**src/rtl/blend_pkg.sv**
```systemverilog
// Shared defaults, reset thresholds and the pixel clamp used by the blend scheduler.
package blend_pkg;

   localparam int NUM_REQ_DEF = 4;
   localparam int DW_DEF      = 8;

   localparam logic [DW_DEF-1:0] TH0_RST = '0;
   localparam logic [DW_DEF-1:0] TH1_RST = '1;

   typedef struct packed {
      logic              clamped;
      logic [DW_DEF-1:0] value;
   } clamp_res_t;

   // The low-threshold test wins, so an inverted pair still gives a defined result.
   function automatic clamp_res_t clamp_px(input logic [DW_DEF-1:0] a,
                                           input logic [DW_DEF-1:0] th0,
                                           input logic [DW_DEF-1:0] th1);
      clamp_res_t r;
      if (a < th0)      r.value = th0;
      else if (a > th1) r.value = th1;
      else              r.value = a;
      r.clamped = (r.value != a);
      return r;
   endfunction

endpackage

```
**src/rtl/rr_arbiter.sv**
```systemverilog
// Combinational round-robin arbiter: search starts at ptr and wraps; the pointer lives in the caller.
module rr_arbiter #(
   parameter int NUM_REQ = 4,
   parameter int IDW     = 2
) (
   input  logic [NUM_REQ-1:0] req,
   input  logic [IDW-1:0]     ptr,
   input  logic               en,
   output logic [NUM_REQ-1:0] gnt,
   output logic [IDW-1:0]     idx
);

   logic found;

   // NOTE: every output of this block is given a default first, so no path leaves a latch behind.
   always_comb begin
      int j;
      gnt   = '0;
      idx   = '0;
      found = 1'b0;
      for (int i = 0; i < NUM_REQ; i++) begin
         j = int'(ptr) + i;
         if (j >= NUM_REQ) j = j - NUM_REQ;
         if (!found && req[j]) begin
            found = 1'b1;
            idx   = IDW'(j);
         end
      end
      if (en && found) gnt[idx] = 1'b1;
   end

endmodule

```
**src/rtl/blend_clamp_sched.sv**
```systemverilog
// Shares one threshold clamp among NUM_REQ requesters: round-robin grant, one registered
// output stage, and shadow/active thresholds committed at frame_start.
module blend_clamp_sched
   import blend_pkg::*;
#(
   parameter int NUM_REQ = NUM_REQ_DEF,
   parameter int DW      = DW_DEF,
   parameter int IDW     = $clog2(NUM_REQ),
   parameter int CW      = 16
) (
   input  logic                  clk,
   input  logic                  rst_n,
   input  logic                  cfg_wr,
   input  logic [DW-1:0]         cfg_th0,
   input  logic [DW-1:0]         cfg_th1,
   input  logic                  frame_start,
   input  logic [NUM_REQ-1:0]    req_valid,
   input  logic [NUM_REQ*DW-1:0] req_data,
   output logic [NUM_REQ-1:0]    req_ready,
   output logic                  out_valid,
   input  logic                  out_ready,
   output logic [DW-1:0]         out_data,
   output logic [IDW-1:0]        out_id,
   output logic                  out_clamped,
   output logic                  cfg_err,
   output logic [CW-1:0]         clamp_cnt
);

   logic [DW-1:0]      sh_th0, sh_th1, act_th0, act_th1;
   logic [DW-1:0]      new_th0, new_th1;
   logic [IDW-1:0]     ptr, gnt_idx;
   logic [NUM_REQ-1:0] gnt;
   logic               load_en, accept;
   logic [DW-1:0]      sel_px;
   clamp_res_t         res;

   assign load_en = !out_valid || out_ready;

   rr_arbiter #(.NUM_REQ(NUM_REQ), .IDW(IDW)) u_arb (
      .req (req_valid),
      .ptr (ptr),
      .en  (load_en),
      .gnt (gnt),
      .idx (gnt_idx)
   );

   assign req_ready = gnt;
   assign accept    = |gnt;
   assign sel_px    = req_data[gnt_idx*DW +: DW];
   assign res       = clamp_px(sel_px, act_th0, act_th1);

   // A write landing in the commit cycle bypasses the shadow straight into active.
   assign new_th0 = cfg_wr ? cfg_th0 : sh_th0;
   assign new_th1 = cfg_wr ? cfg_th1 : sh_th1;

   // NOTE: reset is tested inside the clocked block (synchronous) and all state uses <=.
   always_ff @(posedge clk) begin
      if (!rst_n) begin
         sh_th0      <= TH0_RST;
         sh_th1      <= TH1_RST;
         act_th0     <= TH0_RST;
         act_th1     <= TH1_RST;
         cfg_err     <= 1'b0;
         ptr         <= '0;
         out_valid   <= 1'b0;
         out_data    <= '0;
         out_id      <= '0;
         out_clamped <= 1'b0;
         clamp_cnt   <= '0;
      end else begin
         if (cfg_wr) begin
            sh_th0 <= cfg_th0;
            sh_th1 <= cfg_th1;
         end
         if (frame_start) begin
            act_th0 <= new_th0;
            act_th1 <= new_th1;
            cfg_err <= (new_th0 > new_th1);
         end
         if (load_en) begin
            out_valid <= accept;
            if (accept) begin
               out_data    <= res.value;
               out_id      <= gnt_idx;
               out_clamped <= res.clamped;
               ptr         <= (gnt_idx == IDW'(NUM_REQ-1)) ? '0 : gnt_idx + 1'b1;
            end
         end
         if (frame_start)
            clamp_cnt <= '0;
         else if (out_valid && out_ready && out_clamped && (clamp_cnt != '1))
            clamp_cnt <= clamp_cnt + 1'b1;
      end
   end

endmodule
```
**config.mk**
```make
export PLATFORM = sky130hd
export DESIGN_NAME = blend_clamp_sched
export DESIGN_NICKNAME = d
export VERILOG_FILES = /design/src/rtl/blend_pkg.sv /design/src/rtl/rr_arbiter.sv /design/src/rtl/blend_clamp_sched.sv
export SDC_FILE = /design/constraint.sdc
export NUM_CORES = 1
export LEC_CHECK = 0
export CAP_MARGIN = 10
export CORE_MARGIN = 2
export CORE_UTILIZATION = 31
export CTS_CLUSTER_DIAMETER = 200
export DETAILED_ROUTE_END_ITERATION = 8
export GPL_TIMING_DRIVEN = 0
export PLACE_DENSITY = 0.61
export SLEW_MARGIN = 15
export SYNTH_ARGS = -nofsm -noshare
export SYNTH_HDL_FRONTEND = slang
export SYNTH_SLANG_ARGS = --single-unit
```
**constraint.sdc**
```tcl
create_clock -name clk -period 3.88 [get_ports clk]
set_input_delay 0.776 -clock clk [delete_from_list [all_inputs] [get_ports clk]]
set_output_delay 0.776 -clock clk [all_outputs]
set_load 0.01 [all_outputs]
```
==> summary by stage <==
Run status
The run finished with clean final reports.

Logic synthesis
Yosys mapped the design onto 67 distinct sky130hd cell types. The number of synthesized register bits is 63. The dominant synthesized flop cell is sky130_fd_sc_hd__dfxtp_1. The synthesized cell area is 0.00418 mm².

The net count of the mapped netlist is 604. The proportion of register bits with asynchronous set or reset after synthesis is 0. The per-instance average area after synthesis is 8.05 µm². Yosys attributes the largest share of cell area to sky130_fd_sc_hd__dfxtp_1 30%, sky130_fd_sc_hd__ha_1 8.4%, sky130_fd_sc_hd__nand2_1 4.9%, sky130_fd_sc_hd__mux2i_1 4.6%, sky130_fd_sc_hd__nor2_1 4.0%. The portion of synthesized cell area occupied by the leading cell type is 0.302.

During synthesis, Yosys emitted a total of 0 warnings. The cell taking the most area after synthesis is sky130_fd_sc_hd__dfxtp_1. The synthesized design contains 0 enable-type register cells. The share of the Yosys chip area taken by registers is 0.302. The cell count after synthesis came out at just over 500.

Route
The aggregate routed wire length is between 10 and 15 mm. In the routed design, unresolved DRC markers number 0. The total vias in the final route is 4254. After the first detailed-routing iteration, the DRC count stood at about 240. Before antenna repair, the detailed router went through 8 iterations. The number of nets still failing antenna checks after routing is 0. The detail-routed via count per cell is 5.30. In the final routed layout, each cell accounts on average for 15.6 µm.

Setup path
The worst flop-to-flop path endpoint is out_data[6]. The type of element launching the critical path is an input pin. The start point of the critical path is req_valid[1].

For flop-to-flop paths, the worst setup slack is 0.30 ns. STA classifies the critical path endpoint as a register. The critical path capture point is out_data[6]. The critical path is of the in2reg type. For the worst setup path, the data required time is 4.14 ns. Along the worst path, the maximum fanout reaches 10. The signal arrival time at the worst endpoint is between 3 and 4 ns.

The startpoint of the lowest-slack register-to-register path is ptr[1]. The number of cells on the worst reg-to-reg path is 18.

Global routing
The wire length of the first global-routing pass is 20.4 mm. After global routing the overflow that remains totals 0. The initial antenna violation count is 0. The maximum number of pins on one net before global-route repair is 12. The number of global-route vias before repair is 4159. In the global route stage, overall resource usage came out at 0.178.

Clocking
The clock transition at the registers of the reported paths is 0.05 ns. Counting along the longest clock path gives a buffer depth of 2. The clock reaches the later pin of the worst-skew pair after 0.33 ns.

The total clock sinks is 63. TritonCTS built the clock tree. The count of hold-fix buffers inserted at cts is 0. The clock tree synthesis step divided the H-tree into 3 levels. The buffer cell driving the clock tree root is sky130_fd_sc_hd__clkbuf_16. The total CTS buffers is 9.

Min path
The class of the tightest hold or removal check is reg2reg. The count of cells along the worst hold path is 2.

STA
The setup-violating endpoint count in the final report is 0. The tightest hold path in the finished design has a slack of 0.461 ns. The clock arrives with 0.00713 ns of skew.

For this run, the top clock speed supported by timing is 269 MHz. The time the final worst path needs with I/O delays and setup is 3.72 ns. The number of max-slew violations in the final report is 0. The period utilization is 0.958. The transition time of the tightest slew-check pin is 0.746 ns. Across all setup checks in the final design, the least slack found is 0.165 ns. The number of hold-slack violations in the final timing report is 0. Measured against its own limit, the worst slew margin works out to 0.499.

Power and ir drop
The leakage power total is 2.26 nW. IR analysis of the VDD net gives a maximum drop of 211 µV. Of the total power, combinational logic draws 0.559. In this run the power spent charging and discharging nets is ~1.4 mW. The proportion of power drawn by flip-flops and latches is 0.235. The internal power component is 1.97 mW. Of the total power, the share spent switching nets is 0.411. The clock network power share is 0.205. In this run the power density over the cells is a little under 600 mW/mm².

Place
Input and output buffers added on the ports amount to 87. The number of placed cells counting well taps is around 780. The routability-driven placement congestion ratio is 0.896.

Before CTS, the worst setup slack after placement is -1.09 ns. The half-perimeter wire length after placement is between 9 and 10 mm.

Floorplanning
In this run the core area contains 42 standard-cell rows. The floorplan core area is 0.0132 mm². For this configuration, the core starts out at a cell density of 0.317. Measured along the y axis, the die boundary spans between 100 and 150 µm. The die width is 120 µm. 90 I/O pins were placed. The total die area is 0.0144 mm².

Layout
The number of nets in the final layout is roughly 700. Of the cells placed in the final design, the portion with a size suffix greater than 1 is 0.126. The number of antenna diodes in the final layout is 0. The number of non-filler instances in the completed layout is around 800. The final design utilization is 0.436.

The area added between synthesis and finish is 37.8%.

Run
Across the run, the number of max-cap violations was 0.
## layer usage
metal	track usage	part of all wire
met2	0.302	0.49
met5	0	0
met4	0.0559	0.014
met3	0.0366	0.049
met1	0.225	0.45
## stage by stage
stage               cell area [µm²]  setup TNS (ns)  total power, mW
floorplan                      4180               0             1.91
global placement               5270           -9.29             2.38
detailed placement             5270          -10.54             2.43
CTS                            5620               0             3.23
global route                   5760       -0.000445             3.58
finish                         5760               0             3.34
## worst max-delay path: stages
cell	delay [ns]
sky130_fd_sc_hd__clkdlybuf4s15_2	0.24
sky130_fd_sc_hd__nor2b_4	0.07
sky130_fd_sc_hd__a221o_1	0.35
sky130_fd_sc_hd__buf_6	0.15
sky130_fd_sc_hd__buf_6	0.13
sky130_fd_sc_hd__and3_4	0.18
sky130_fd_sc_hd__a21oi_2	0.13
sky130_fd_sc_hd__mux2_4	0.17
sky130_fd_sc_hd__inv_1	0.08
sky130_fd_sc_hd__ha_4	0.28
sky130_fd_sc_hd__and3_4	0.19
sky130_fd_sc_hd__nand3_1	0.10
sky130_fd_sc_hd__o22ai_2	0.25
sky130_fd_sc_hd__nand2_4	0.09
sky130_fd_sc_hd__buf_4	0.15
sky130_fd_sc_hd__nor3_1	0.13
sky130_fd_sc_hd__a21oi_1	0.07
sky130_fd_sc_hd__a211o_1	0.31
sky130_fd_sc_hd__a21oi_1	0.12
## synth_stat cells, types with 3 or more instances
cell type                  instances
sky130_fd_sc_hd__and3_1           10
sky130_fd_sc_hd__inv_1            29
sky130_fd_sc_hd__nand2b_1          3
sky130_fd_sc_hd__buf_2             5
sky130_fd_sc_hd__buf_1             3
sky130_fd_sc_hd__nor4b_1           3
sky130_fd_sc_hd__o21a_1            4
sky130_fd_sc_hd__a31oi_1           3
sky130_fd_sc_hd__a21oi_1          24
sky130_fd_sc_hd__mux2i_1          19
sky130_fd_sc_hd__and2_1           11
sky130_fd_sc_hd__nor3_1           14
sky130_fd_sc_hd__a211o_1           7
sky130_fd_sc_hd__nand2_1          55
sky130_fd_sc_hd__xnor2_1           6
sky130_fd_sc_hd__ha_1             28
sky130_fd_sc_hd__a21o_1            5
sky130_fd_sc_hd__o21ai_0          27
sky130_fd_sc_hd__clkbuf_1         16
sky130_fd_sc_hd__a211oi_1         13
sky130_fd_sc_hd__o211ai_1          6
sky130_fd_sc_hd__a311oi_1          4
sky130_fd_sc_hd__or3_1             8
sky130_fd_sc_hd__nor4_1            3
sky130_fd_sc_hd__nand4_1          15
sky130_fd_sc_hd__nand3_1          24
sky130_fd_sc_hd__or4_1             3
sky130_fd_sc_hd__dfxtp_1          63
sky130_fd_sc_hd__nor2_1           44
sky130_fd_sc_hd__and4_1            3
sky130_fd_sc_hd__and3_4            3
sky130_fd_sc_hd__nor2b_1           6
sky130_fd_sc_hd__xor2_1            8
## sequential cells by signal, summed over array words and instances, names as in the netlist
name	cells
ptr	2
act_th0	8
act_th1	8
out_valid	1
sh_th1	8
out_id	2
out_data	8
clamp_cnt	16
cfg_err	1
out_clamped	1
sh_th0	8
## power groups by stage
| stage | combinational, mW | sequential (mW) | clock [mW] |
|---|---|---|---|
| 3_3_place_gp | 1.59 | 0.794 | 0 |
| 3_5_place_dp | 1.63 | 0.798 | 0 |
| 2_1_floorplan | 1.11 | 0.796 | 0 |
| 4_1_cts | 1.74 | 0.785 | 0.707 |
| 5_1_grt | 2.05 | 0.793 | 0.733 |
| 6_report | 1.87 | 0.785 | 0.686 |
## cell families (layout without fill, tap and decap cells)
kind of cell	Yosys count	after routing	share of synthesized area
multiplexers	21	21	0.0509
flip-flops	63	63	0.302
XOR/XNOR	14	14	0.0294
adder cells (fa/ha/maj)	28	28	0.0839
AO/OA/AOI/OAI	124	124	0.218
buffers and inverters	57	165	0.0563
AND/OR/NAND/NOR	212	212	0.260
## layout make-up
type / count / area (µm²)
Buffer: 24 / 135
Clock buffer: 9 / 225
Clock inverter: 5 / 27.5
Fill cell: 1302 / 7430
Inverter: 31 / 121
Multi-Input combinational cell: 399 / 2830
Sequential cell: 63 / 1260
Tap cell: 176 / 220
Timing Repair Buffer: 96 / 938
## worst min-delay path by stage
stage / slack [ns] / from / endpoint
after floorplan: 0.46 / sh_th1[0] / sh_th1[0]
after global placement: 0.45 / out_id[0] / out_id[0]
final: 0.46 / out_id[0] / out_id[0]
after CTS: 0.46 / out_id[0] / out_id[0]
after detailed placement: 0.46 / out_id[0] / out_id[0]
after global routing: 0.49 / out_id[0] / out_id[0]
## layout by cell type, fill, tap and decap left out, types with 4 or more instances in the layout
cell                              netlist  layout
sky130_fd_sc_hd__clkdlybuf4s50_1        0      83
sky130_fd_sc_hd__dfxtp_1               63      63
sky130_fd_sc_hd__nand2_1               55      53
sky130_fd_sc_hd__nor2_1                44      42
sky130_fd_sc_hd__inv_1                 29      29
sky130_fd_sc_hd__ha_1                  28      27
sky130_fd_sc_hd__o21ai_0               27      26
sky130_fd_sc_hd__nand3_1               24      23
sky130_fd_sc_hd__a21oi_1               24      23
sky130_fd_sc_hd__mux2i_1               19      19
sky130_fd_sc_hd__nand4_1               15      15
sky130_fd_sc_hd__clkbuf_1              16      14
sky130_fd_sc_hd__a211oi_1              13      13
sky130_fd_sc_hd__buf_4                  0       9
sky130_fd_sc_hd__and2_1                11       9
sky130_fd_sc_hd__nor3_1                14       9
sky130_fd_sc_hd__clkbuf_16              0       9
sky130_fd_sc_hd__and3_1                10       8
sky130_fd_sc_hd__xor2_1                 8       8
sky130_fd_sc_hd__or3_1                  8       7
sky130_fd_sc_hd__a211o_1                7       7
sky130_fd_sc_hd__nor2b_1                6       6
sky130_fd_sc_hd__xnor2_1                6       6
sky130_fd_sc_hd__o211ai_1               6       6
sky130_fd_sc_hd__buf_2                  5       5
sky130_fd_sc_hd__a21o_1                 5       5
sky130_fd_sc_hd__and3_4                 3       5
sky130_fd_sc_hd__nor3_2                 0       5
sky130_fd_sc_hd__o21a_1                 4       4
sky130_fd_sc_hd__clkinv_2               0       4
## timing repair
item,4_1_cts,5_1_grt
setup buffers,2,6
pin swaps,1,14
resized for setup,28,27
endpoints found under the setup margin,13,12
cloned,0,1
hold endpoints to repair,0,0
No activity file was read; power rests on OpenSTA's default activity.
